==> config.mk <==
export PLATFORM = sky130hd
export DESIGN_NAME = seq_udp_lut
export DESIGN_NICKNAME = d
export VERILOG_FILES = /design/src/rtl/seq_udp_lut.sv
export SDC_FILE = /design/constraint.sdc
export NUM_CORES = 1
export LEC_CHECK = 0
export CORE_MARGIN = 8
export CORE_UTILIZATION = 45
export DETAILED_ROUTE_END_ITERATION = 10
export GPL_TIMING_DRIVEN = 0
export MAX_ROUTING_LAYER = met4
export PLACE_DENSITY = 0.72
export SETUP_SLACK_MARGIN = 0.1
export SLEW_MARGIN = 20
export SYNTH_ARGS = -nofsm -noshare
export SYNTH_HDL_FRONTEND = slang
export SYNTH_SLANG_ARGS = --single-unit
==> constraint.sdc <==
create_clock -name clock -period 1.64 [get_ports clock]
set_input_delay 0.41 -clock clock [delete_from_list [all_inputs] [get_ports clock]]
set_output_delay 0.41 -clock clock [all_outputs]
set_load 0.005 [all_outputs]
==> src/rtl/seq_udp_lut.sv <==
// Runtime-programmable Mealy machine: a {state, inputs} -> {next_state, outputs}
// table loaded over a valid/ready port, stepped one entry per run cycle.
module seq_udp_lut #(
  parameter int              IN_W       = 3,
  parameter int              OUT_W      = 3,
  parameter int              ST_W       = 2,
  parameter logic [ST_W-1:0] INIT_STATE = '0
) (
  input  logic                   clock,
  input  logic                   reset_b,
  input  logic                   load_valid,
  output logic                   load_ready,
  input  logic [ST_W+IN_W-1:0]   load_addr,
  input  logic [ST_W+OUT_W-1:0]  load_data,
  input  logic                   run,
  input  logic                   clr,
  input  logic [IN_W-1:0]        in_bits,
  output logic [OUT_W-1:0]       out_bits,
  output logic                   out_valid,
  output logic [ST_W-1:0]        state,
  output logic                   table_full
);

  localparam int AW    = ST_W + IN_W;
  localparam int DW    = ST_W + OUT_W;
  localparam int DEPTH = 1 << AW;

  logic [DW-1:0]    table_q [DEPTH];
  logic [DEPTH-1:0] written_q;
  logic [DW-1:0]    entry;
  logic             load_fire;

  // Stepping and clearing own the cycle, so loads are refused while either is active.
  assign load_ready = reset_b && !run && !clr;
  assign load_fire  = load_valid && load_ready;
  assign entry      = table_q[{state, in_bits}];

  // NOTE: the table is a register array that must read as all-zero after reset,
  // so every entry is explicitly cleared in the reset branch.
  always_ff @(posedge clock or negedge reset_b) begin
    if (!reset_b) begin
      for (int i = 0; i < DEPTH; i++) table_q[i] <= '0;
      written_q  <= '0;
      table_full <= 1'b0;
    end else begin
      if (load_fire) begin
        table_q[load_addr]   <= load_data;
        written_q[load_addr] <= 1'b1;
      end
      // Registered from the bitmap, so it trails the final new write by one cycle.
      table_full <= &written_q;
    end
  end

  // NOTE: sequential state uses non-blocking assignments so every register
  // samples pre-edge values regardless of statement order.
  always_ff @(posedge clock or negedge reset_b) begin
    if (!reset_b) begin
      state     <= INIT_STATE;
      out_bits  <= '0;
      out_valid <= 1'b0;
    end else if (clr) begin
      state     <= INIT_STATE;
      out_valid <= 1'b0;
    end else if (run) begin
      state     <= entry[DW-1:OUT_W];
      out_bits  <= entry[OUT_W-1:0];
      out_valid <= 1'b1;
    end else begin
      out_valid <= 1'b0;
    end
  end

endmodule
Word-level counts from Yosys, hierarchy flattened
Cells that the tools add are included.
{"block": "classes", "shift": 0, "n_bitwise": 4, "mul": 0, "order_cmp": 5, "n_reduce_logical": 10, "div": 0, "n_mux": 12, "addsub": 0, "n_eq_ne": 0}
{"op": "$bwmux 160", "count": 1}
{"op": "$or 32x32->32", "count": 1}
{"op": "$reduce_and 32->1", "count": 1}
{"op": "$bmux 5 s5", "count": 1}
{"op": "$demux 5 s5", "count": 1}
{"op": "$mux 5", "count": 3}
{"op": "$ge 6x6->1 const B", "count": 2}
{"op": "$not 5->6", "count": 2}
{"op": "$lt 5x6->1 const B", "count": 1}
{"op": "$lt 6x1->1 const B", "count": 1}
{"op": "$demux 1 s5", "count": 1}
{"op": "$ge 5x1->1 const B", "count": 1}
{"op": "$logic_and 1x1->1", "count": 5}
{"op": "$mux 2", "count": 2}
{"op": "$mux 1", "count": 3}
{"op": "$logic_not 1->1", "count": 2}
{"op": "$reduce_and 2->1", "count": 1}
{"op": "$reduce_bool 2->1", "count": 1}
{"op": "$not 1->1", "count": 1}
{"block": "word_totals", "rom_bits": 0, "input_bits": 18, "memories": 0, "word_cells": 68, "register_bits": 199, "mem_bits_rw": 0, "latch_bits": 0}

Depth between registers and ports, before layout
Gate-level depths: netlist of run 1.
{"block": "logic_depth", "word_depth": 6, "mapped_depth": 7}

Least setup slack after synthesis of run 1
OpenSTA, ideal clock, no wires.
{"block": "synth_path", "path_type": "input port to flip-flop", "startpoint": "input port run", "endpoint": "register table_q[10] (netlist name)", "required_time_ps": 1515, "cell_stages": 5, "arrival_time_ps": 1631, "slack_ps": -116, "path_buffers": 0, "path_cell_list": "nand3b_4 or3b_4 nor2_8 nand2_4 mux2_4"}
{"block": "synth_via", "elab_chain_cells": 4}
{"element": "from (decl)", "line_no": "15", "text": "input logic run,"}
{"element": "$logic_not 1->1", "line_no": "34", "text": "assign load_ready = reset_b && !run && !clr;"}
{"element": "$logic_and 1x1->1 (2 in a row)", "line_no": "34"}
{"element": "$logic_and 1x1->1", "line_no": "35", "text": "assign load_fire = load_valid && load_ready;"}
{"element": "to (signal, indexed assignment)", "line_no": "47", "text": "table_q[load_addr] <= load_data;"}
{"element": "to (decl)", "line_no": "28", "text": "logic [DW-1:0] table_q [DEPTH];"}
No other way between the ends.
A chain may end at the register's enable or synchronous reset.

Worst setup path in the final report of run 1
{"block": "layout_path", "startpoint": "register table_q[134] (netlist name)", "endpoint": "register state[1]"}
{"block": "layout_via", "elab_chain_cells": 5}
{"element": "$bmux 5 s5", "line_no": "36", "text": "assign entry = table_q[{state, in_bits}];"}
{"element": "$mux 5 (not written as such) (2 in a row)", "line_no": "36"}
{"element": "$mux 2", "line_no": "65", "text": "end else if (run) begin"}
{"element": "$mux 2", "line_no": "62", "text": "end else if (clr) begin"}
{"element": "to (signal assigned)", "line_no": "66", "text": "state <= entry[DW-1:OUT_W];"}
{"element": "to (decl)", "line_no": "20", "text": "output logic [ST_W-1:0] state,"}
No other way between the ends. The select of a mux whose other input is x is not followed.

==> run metrics, run 1 <==
setup TNS -0.0853 ns; CP arrival roughly 2 ns; hpwl dp 16.3 mm; drt wl/cell 26.4 um; count of endpoints failing setup in the final report 4; Commonest cells post-synth 199 x dfrtp_1, 80 x mux2_4, 73 x mux2_2, 52 x mux2i_1, 19 x nand2b_1; first-pass GRT wire length 39.3 mm; post-route setup slack -0.0759 ns; Critical path origin table_q[134]; status complete, but fails checks; Clock transition at path regs roughly 0.080 ns; root buf cell clkbuf_16; worst clock skew slightly above 0.01 ns; Area contributors post-synth dfrtp_1 53%, mux2_4 13%, mux2_2 8.7%, mux2i_1 5.5%, mux4_2 3.6%; TritonRoute pass-1 iters 5; crit share post-route 105%; Yosys reg bits 199; required time worst endpoint 1.96 ns; Compound-Gate Fraction of Synth Area 3.68%; Mapped Cells 625; Leak 5.89 nW; clock period minus worst slack 1.72 ns; layout cells sized above 1 50.6%; H-tree Lvls 4; Total Routing Usage GR 20.9%; Die Footprint between 0.02 and 0.03 mm2; clock latency on the worst-skew pair 0.45 ns; Slew HR 41.9%; post-synthesis xor/xnor area fraction 0%; Max Cap Viol 0; Core Box Area 0.0208 mm2; max-slew violations 0; Slowest cell on crit path mux4_2; WP buf/inv 0; pre-CTS setup slack -1.56 ns; ANT cells 0; number of buffers added on ports 23; failing checks negative setup slack; Worst VDD drop 563 uV; crit-path max FO 2; RSZ-0062 raised after global routing true; CP endpoint kind flop; drt drc 0; Bufs on Longest Clock Path 2; critical path class reg2reg; Hold Path Class in2async; Syn Std Cell Area 0.00941 mm2; cell taking the most area after synthesis dfrtp_1; ys async rst share 100%; Avg Inst Size Synth 15.0 um2; syn_nets 643; Final Hold Fails 0; Worst R2R End state[1]; sequential fraction of the synthesis area around 53%; Yosys top cell area share 52.9%; TritonCTS Buffers 17; largest net degree at the start of global routing 52; Post-synth top flop dfrtp_1; initial drt markers 460; CP Cell Sequence mux4_2 -> mux2i_2 -> nor3b_2 -> a311oi_1 -> nor3_1; number of synthesized flops with an enable pin 0; Simple-Gate Fraction of Synth Area around a tenth; # clock sinks between 150 and 200; Vias per Instance between 5 and 6; DR vias about 6000; max incr delay on CP 0.50 ns; Die Ht 161 um; effective utilization at floorplan 45.3%; CP top delay family multiplexers; mux contribution to synthesized area between 30% and 40%; Filler Cells Inserted 1516; TritonCTS clock tree yes; die width around 160 um; I/O pin cnt 26; Area Growth Syn to Fin 26.6%; Adder-Cell Fraction of Synth Area 0%; initial antenna violation count 0; FP Rows 53; Slew @ Worst Pin 0.869 ns; most frequent cell after synthesis dfrtp_1; DRT antenna net count 0; largest family of logic cells by synthesized area multiplexers; Startpoint Class flop; worst reg2reg path startpoint table_q[134]; pwr dens 911 mW/mm2; Final #Nets 744; Max Freq roughly 600 MHz; vias in the first global route 6256; R2R setup slack -0.08 ns; RePlAce Congestion 0.829; final WL 26.8 mm; worst r2r path cells 5; Distinct cells, synth between 40 and 50; yosys warns 0; grt ovf 0
## worst register-to-register path: cells and delay by family (launching register included)
kind             cells  cell delay (ns)
AND/OR/NAND/NOR      2             0.16
flip-flops           1             0.40
multiplexers         2             0.72
AO/OA/AOI/OAI        1             0.31
## metal layers
metal | routed length, um | track usage (%) | vias to the layer above | share of wire, %
met5 | 0 | - | - | 0
met3 | 1510 | 4.61 | 61 | 5.6
met1 | 11100 | 25.7 | 3144 | 41
met4 | 877 | 6.97 | 0 | 3.3
met2 | 13300 | 33.7 | 252 | 50
li1 | - | - | 2480 | -
## worst max path at each step
| stage | slack, ns | end | cells past startpoint |
|---|---|---|---|
| 6_report | -0.08 | state[1] | 5 |
| 5_1_grt | -0.13 | state[1] | 5 |
| 4_1_cts | 0.04 | table_q[43] | 8 |
| 3_5_place_dp | -1.56 | table_q[143] | 7 |
| 3_3_place_gp | -7.49 | table_q[20] | 1 |
| 2_1_floorplan | -0.11 | table_q[129] | 5 |
## metrics by stage
stage	instances	power, mW	cell area [um2]	hold slack, ns	util, %
6_report	1014	10.8	11900	0.0195	57.4
5_1_grt	1014	11.1	11900	0.0251	57.4
4_1_cts	999	10.7	11500	0.0147	55.6
3_5_place_dp	924	6.47	10100	0.454	48.8
3_3_place_gp	923	6.41	10100	0.451	48.6
2_1_floorplan	625	6.03	9520	0.114	-
## cells by family after synthesis
logic type	Yosys count
AOI/OAI and AO/OA	44
buffers and inverters	33
DFF	199
muxes	229
and+or+nand+nor	120
## registers in the layout, summed over array words and instances (netlist names)
name / count
out_bits: 3
out_valid: 1
state: 2
table_full: 1
table_q: 160
written_q: 32
## cell type report
class / instances / area (um2) / share of cell area (%)
Clock buffer: 20 / 457 / 3.83
Tap cell: 275 / 344 / 2.89
Buffer: 31 / 268 / 2.25
Clock inverter: 12 / 126 / 1.06
Inverter: 2 / 10.0 / 0.0840
Multi-Input combinational cell: 393 / 4740 / 39.8
Timing Repair Buffer: 82 / 991 / 8.32
Sequential cell: 199 / 4980 / 41.8
## what timing repair did
| action | CTS | global route |
|---|---|---|
| pin swaps | 29 | 23 |
| buffers inserted | 33 | 15 |
| hold buffers | 4 | 0 |
| endpoints found under the hold margin | 100 | 0 |
| endpoints found under the setup margin | 205 | 144 |
| gates resized for setup | 100 | 55 |
| gates cloned | 6 | 0 |
## power by group
group          leakage (nW)  total (mW)  internal (mW)  switching, mW
clock                 0.274        4.23           2.32           1.91
sequential             2.73        5.34           5.17          0.168
combinational          2.88        1.28          0.637          0.645
total                  5.89        10.8           8.13           2.72
## placed cells by master, fill, tap and decap left out, types with 10 or more instances in the layout
cell type  instances
buf_12            12
buf_4             33
buf_6             14
clkbuf_1          16
clkbuf_16         17
dfrtp_1          199
mux2_2            43
mux2_4           111
mux2i_1           50
mux4_2            16
nand2_1           11
nand2_8           18
nand2b_1          17
nand4_1           10
nor2_4            17
or2_2             17
(Power assumes the default switching activity.)
==> inputs of run 2 (changes only) <==
--- a/config.mk
+++ b/config.mk
@@ -6,11 +6,11 @@
 export NUM_CORES = 1
 export LEC_CHECK = 0
 export CORE_MARGIN = 8
-export CORE_UTILIZATION = 45
+export CORE_UTILIZATION = 55
 export DETAILED_ROUTE_END_ITERATION = 10
 export GPL_TIMING_DRIVEN = 0
 export MAX_ROUTING_LAYER = met4
-export PLACE_DENSITY = 0.72
+export PLACE_DENSITY = 0.83
 export SETUP_SLACK_MARGIN = 0.1
 export SLEW_MARGIN = 20
 export SYNTH_ARGS = -nofsm -noshare
==> run 2 against run 1 <==
Net effect: clock skew is 0.0014 ns lower; core utilization is 11 points higher; cell area is 1.8% lower; critical endpoint unchanged; the flow still finishes with violations (negative setup slack); worst setup slack better by 0.013 ns; highest routed layer unchanged.
==> run metrics, run 2 (synthesis results as in run 1) <==
root buf cell clkbuf_16; Total Routing Usage GR about a quarter; Die Footprint 0.0215 mm2; Worst VDD drop 774 uV; layout cells sized above 1 50.6%; Psw 2.75 mW; DR vias 6068; Reg power frac 49.3%; Internal 8.09 mW; area of the multi-input gates 0.00465 mm2; first-pass GRT wire length 40.5 mm; H-tree Lvls 4; DRT antenna net count 0; initial drt markers 613; final WL roughly 27 mm; I/O pin cnt 26; TritonCTS clock tree yes; max-slew violations 0; Hold Path Class in2async; CP endpoint kind flop; final core utilization just under 70%; drt drc 0; Bufs on Longest Clock Path 2; Final #Nets 742; number of buffers added on ports 23; crit-path max FO 2; Clock transition at path regs ~0.070 ns; top flop regs table_q x160, written_q x32, out_bits x3; wl on met1 10.7 mm; required time worst endpoint just under 2 ns; ANT cells 0; power share of the combinational group a little under an eighth; Largest Register table_q; clock period minus worst slack 1.70 ns; TritonRoute pass-1 iters 5; Slew @ Worst Pin 0.609 ns; Max Cap Viol 0; Die Ht roughly 150 um; pwr dens 926 mW/mm2; RSZ-0062 raised after global routing true; status complete, but fails checks; fin cells ~960; met2 wire length 13.4 mm; critical path class reg2reg; initial antenna violation count 0; grt ovf 0; clock latency on the worst-skew pair approximately 0.44 ns; Slew HR between 50% and 60%; worst clock skew 0.00871 ns; Startpoint Class flop; max layer used met4; drt wl/cell about 28 um; switching share of total power 25.4%; setup TNS -0.0777 ns; most frequent cells in the layout 199 x dfrtp_1, 89 x mux2_4, 64 x mux2_2, 51 x mux2i_1, 41 x buf_4; FP Rows 48; failing checks negative setup slack; max reg flops 160; commonest non-fill, non-tap cell in the layout dfrtp_1; vias in the first global route 6474; Filler Cells Inserted 1032; Area Growth Syn to Fin 24.4%; RePlAce Congestion 0.882; register area 0.00498 mm2; crit share post-route 104%; Leak 5.87 nW; clock share of power roughly two fifths; TritonCTS Buffers 17; placed insts between 800 and 900; count of endpoints failing setup in the final report 3; hold slack ~0.036 ns; post-route setup slack -0.0632 ns; hpwl dp 16.0 mm; WL met3 1.77 mm; largest net degree at the start of global routing 84; Final Hold Fails 0; Core Box Area 0.0170 mm2; die width 147 um; CP arrival 2.02 ns; # clock sinks 199; Max Freq 587 MHz; effective utilization at floorplan 55.3%; Vias per Instance 6.31
run 2: cell types whose count changed in the layout (fill, tap and decap cells not counted), sizes merged:
| cell | previous run | this run |
|---|---|---|
| buf | 68 | 71 |
| bufbuf | 6 | 4 |
| clkbuf | 38 | 36 |
| clkdlybuf4s15 | 6 | 2 |
| clkinv | 4 | 8 |
| clkinvlp | 5 | 2 |
| dlygate4sd2 | 7 | 9 |
| dlygate4sd3 | 3 | 2 |
| inv | 3 | 4 |
run 2: per-layer routing:
| layer | global-route usage, % | vias up |
|---|---|---|
| met5 | - | - |
| met4 | 13.0 | 0 |
| met3 | 5.26 | 78 |
| met2 | 40.8 | 295 |
| met1 | 31.3 | 3213 |
| li1 | - | 2482 |
run 2: repair_timing:
action / in CTS / in global routing
gates cloned: 4 / 0
hold buffers: 2 / 0
pin swaps: 34 / 14
resized for setup: 111 / 25
buffers inserted: 37 / 12
setup endpoints to repair: 205 / 153
hold endpoints to repair: 25 / 0
run 2: worst paths after layout:
check,from,cells after the start,slack (ns),endpoint
min in group clock,clr,2,0.25,state[1]
max,table_q[134],5,-0.06,state[1]
max reg2reg,table_q[134],5,-0.06,state[1]
min,reset_b,2,0.04,table_q[91]
min reg2reg,written_q[19],1,0.47,written_q[19]
max in group asynchronous,reset_b,2,0.76,table_q[55]
run 2: critical path, stage by stage, from the launching register on:
cell and delay, ns:
dfrtp_1 0.40, mux4_2 0.51, mux2i_1 0.22, nor3b_1 0.10
a311oi_1 0.29, nor3_1 0.08
run 2: through the flow:
step	power [mW]	worst slack (ns)	area (um2)
floorplan	6.03	-0.108	9520
CTS	10.7	0.00237	11500
global route	11.1	-0.0503	11700
finish	10.8	-0.0632	11700
global placement	6.40	-7.59	10000
detailed placement	6.48	-1.06	10100
run 2: power by group through the flow:
stage,Combinational [mW],Clock (mW),Sequential (mW)
after floorplan,0.675,0,5.36
after global routing,1.34,4.40,5.36
after detailed placement,1.07,0,5.41
after global placement,1.01,0,5.39
final,1.28,4.22,5.34
after CTS,1.20,4.20,5.32
run 2: area by class of cell:
class	instances	area share (%)
sequential	199	42.6
multi-input combinational	393	39.7
timing repair buffer	80	7.77
clock buffer	18	3.75
buffer	31	2.45
tap	225	2.41
clock inverter	14	1.26
inverter	2	0.0749
==> inputs of run 3 (changes only) <==
--- a/config.mk
+++ b/config.mk
@@ -10,7 +10,7 @@
 export DETAILED_ROUTE_END_ITERATION = 10
 export GPL_TIMING_DRIVEN = 0
 export MAX_ROUTING_LAYER = met4
-export PLACE_DENSITY = 0.83
+export PLACE_DENSITY = 0.86
 export SETUP_SLACK_MARGIN = 0.1
 export SLEW_MARGIN = 20
 export SYNTH_ARGS = -nofsm -noshare
==> constraint.sdc (replaced) <==
create_clock -name clock -period 1.5 [get_ports clock]
set_input_delay 0.375 -clock clock [delete_from_list [all_inputs] [get_ports clock]]
set_output_delay 0.375 -clock clock [all_outputs]
set_load 0.005 [all_outputs]
==> run 3 against run 2 <==
Net effect: the flow still finishes with violations (negative setup slack); first-iteration DRC count grew 29%; global-route usage increased by 1.3 points; critical endpoint unchanged; hold slack better by 0.17 ns; maximum frequency shrank 0.55%; clock power is 15% higher; cell area increased by 4.2%; cell count is 1.4% higher; power rose by 13%; via count up 9.7%.
==> run metrics, run 3 (synthesis results as in run 1) <==
max-slew violations 0; drt drc 0; I/O pin cnt 26; Slew @ Worst Pin between 0.7 and 0.8 ns; max reg flops 160; commonest non-fill, non-tap cell in the layout dfrtp_1; TritonCTS clock tree yes; number of buffers added on ports 23; final WL about 32 mm; layout cells sized above 1 54.8%; Vias per Instance 6.83; Final Hold Fails 0; WP buf/inv 0; largest net degree at the start of global routing 93; Clock transition at path regs 0.08 ns; Bufs on Longest Clock Path 2; ANT cells 0; max incr delay on CP 0.49 ns; Worst VDD drop 901 uV; vias in the first global route 6595; worst r2r path cells 5; pwr dens ~1000 mW/mm2; initial drt markers 788; count of endpoints failing setup in the final report 154; DR vias 6656; Max Freq 584 MHz; required time worst endpoint 1.82 ns; Worst setup endpoint state[1]; worst clock skew 0.0113 ns; Core Box Area 0.0170 mm2; Die Ht 147 um; die width roughly 150 um; first-pass GRT wire length ~42 mm; CP arrival 2.04 ns; RSZ-0062 raised after global routing true; WP depth 5; Final #Nets 755; hpwl dp 15.8 mm; R2R setup slack -0.21 ns; DRT antenna net count 0; hold slack 0.209 ns; RePlAce Congestion between 0.8 and 0.9; root buf cell clkbuf_16; worst reg2reg path startpoint table_q[154]; drt wl/cell 32.8 um; Hold Path Class in2async; FP Rows 48; CP Cell Sequence mux4_2 -> mux2i_1 -> nor3b_1 -> a311oi_1 -> nor3_1; Die Footprint 0.0215 mm2; TritonCTS Buffers 17; Max Cap Viol 0; Filler Cells Inserted 900; H-tree Lvls 4; post-route setup slack -0.213 ns; crit-path max FO 2; most frequent cells in the layout 199 x dfrtp_1, 159 x mux2_4, 50 x mux2i_1, 43 x buf_4, 18 x nor2_4; clock latency on the worst-skew pair 0.46 ns; initial antenna violation count 0; Worst R2R End state[1]; Largest Register table_q; clock period minus worst slack 1.71 ns; Total Routing Usage GR 27.1%; Final Cell Area approximately 0.012 mm2; Critical path origin table_q[154]; effective utilization at floorplan a little under three fifths; crit share post-route 114%; Area Growth Syn to Fin 29.6%; CP endpoint kind flop; top flop regs table_q x160, written_q x32, out_bits x3; # clock sinks 199; Startpoint Class flop; grt ovf 0; Slew HR slightly above 50%; status complete, but fails checks; placement-stage cell area roughly 0.01 mm2; TritonRoute pass-1 iters 7; Leak ~6.1 nW; critical path class reg2reg; failing checks negative setup slack; CP top delay family multiplexers; Slowest cell on crit path mux4_2; final core utilization 71.7%
==> run 3: routing by layer <==
metal,vias to the layer above,track usage [%],share of wire (%)
li1,2492,-,-
met1,3494,31.9,37
met2,506,40.1,47
met3,164,8.00,8.8
met4,0,17.8,6.6
met5,-,-,0
==> run 3: power breakdown <==
group | internal [mW] | switching [mW]
sequential | 5.65 | 0.221
combinational | 0.754 | 0.812
clock | 2.63 | 2.23
total | 9.03 | 3.26
==> run 3: area by class of cell <==
class | instances | area (um2) | share of cell area, %
Clock buffer | 21 | 470 | 3.86
Sequential cell | 199 | 4980 | 40.9
Inverter | 2 | 10.0 | 0.0821
Clock inverter | 11 | 138 | 1.13
Buffer | 30 | 263 | 2.16
Timing Repair Buffer | 94 | 1030 | 8.47
Tap cell | 225 | 282 | 2.31
Multi-Input combinational cell | 393 | 5020 | 41.1
==> run 3: worst min path at each step <==
| stage | startpoint | to | cells past startpoint |
|---|---|---|---|
| after detailed placement | reset_b | table_q[152] | 1 |
| after CTS | clr | state[1] | 2 |
| after floorplan | reset_b | out_bits[0] | 0 |
| final | reset_b | table_q[45] | 4 |
| after global placement | written_q[30] | written_q[30] | 1 |
| after global routing | reset_b | table_q[45] | 4 |
==> run 3: worst reg2reg max path, delay by kind of cell (launching register included) <==
family / cells / cell delay, ns
and+or+nand+nor: 2 / 0.20
DFF: 1 / 0.42
AOI/OAI and AO/OA: 1 / 0.31
muxes: 2 / 0.66
==> run 3: metrics by stage <==
step            TNS, ns  total power [mW]  setup WS (ns)  std cells
2_1_floorplan    -25.42              6.60         -0.213        625
3_3_place_gp   -2896.60              7.00          -7.63        873
3_5_place_dp    -193.92              7.08          -1.18        875
4_1_cts           -1.93              11.9        -0.0550        941
5_1_grt           -8.82              12.6         -0.205        975
6_report          -9.31              12.3         -0.213        975
==> run 3: what timing repair did <==
item / in CTS / in global routing
hold endpoints to repair: 23 / 0
pin swaps: 24 / 32
gates cloned: 4 / 0
setup endpoints to repair: 205 / 178
resized for setup: 159 / 91
hold buffers: 2 / 0
buffers inserted: 28 / 36
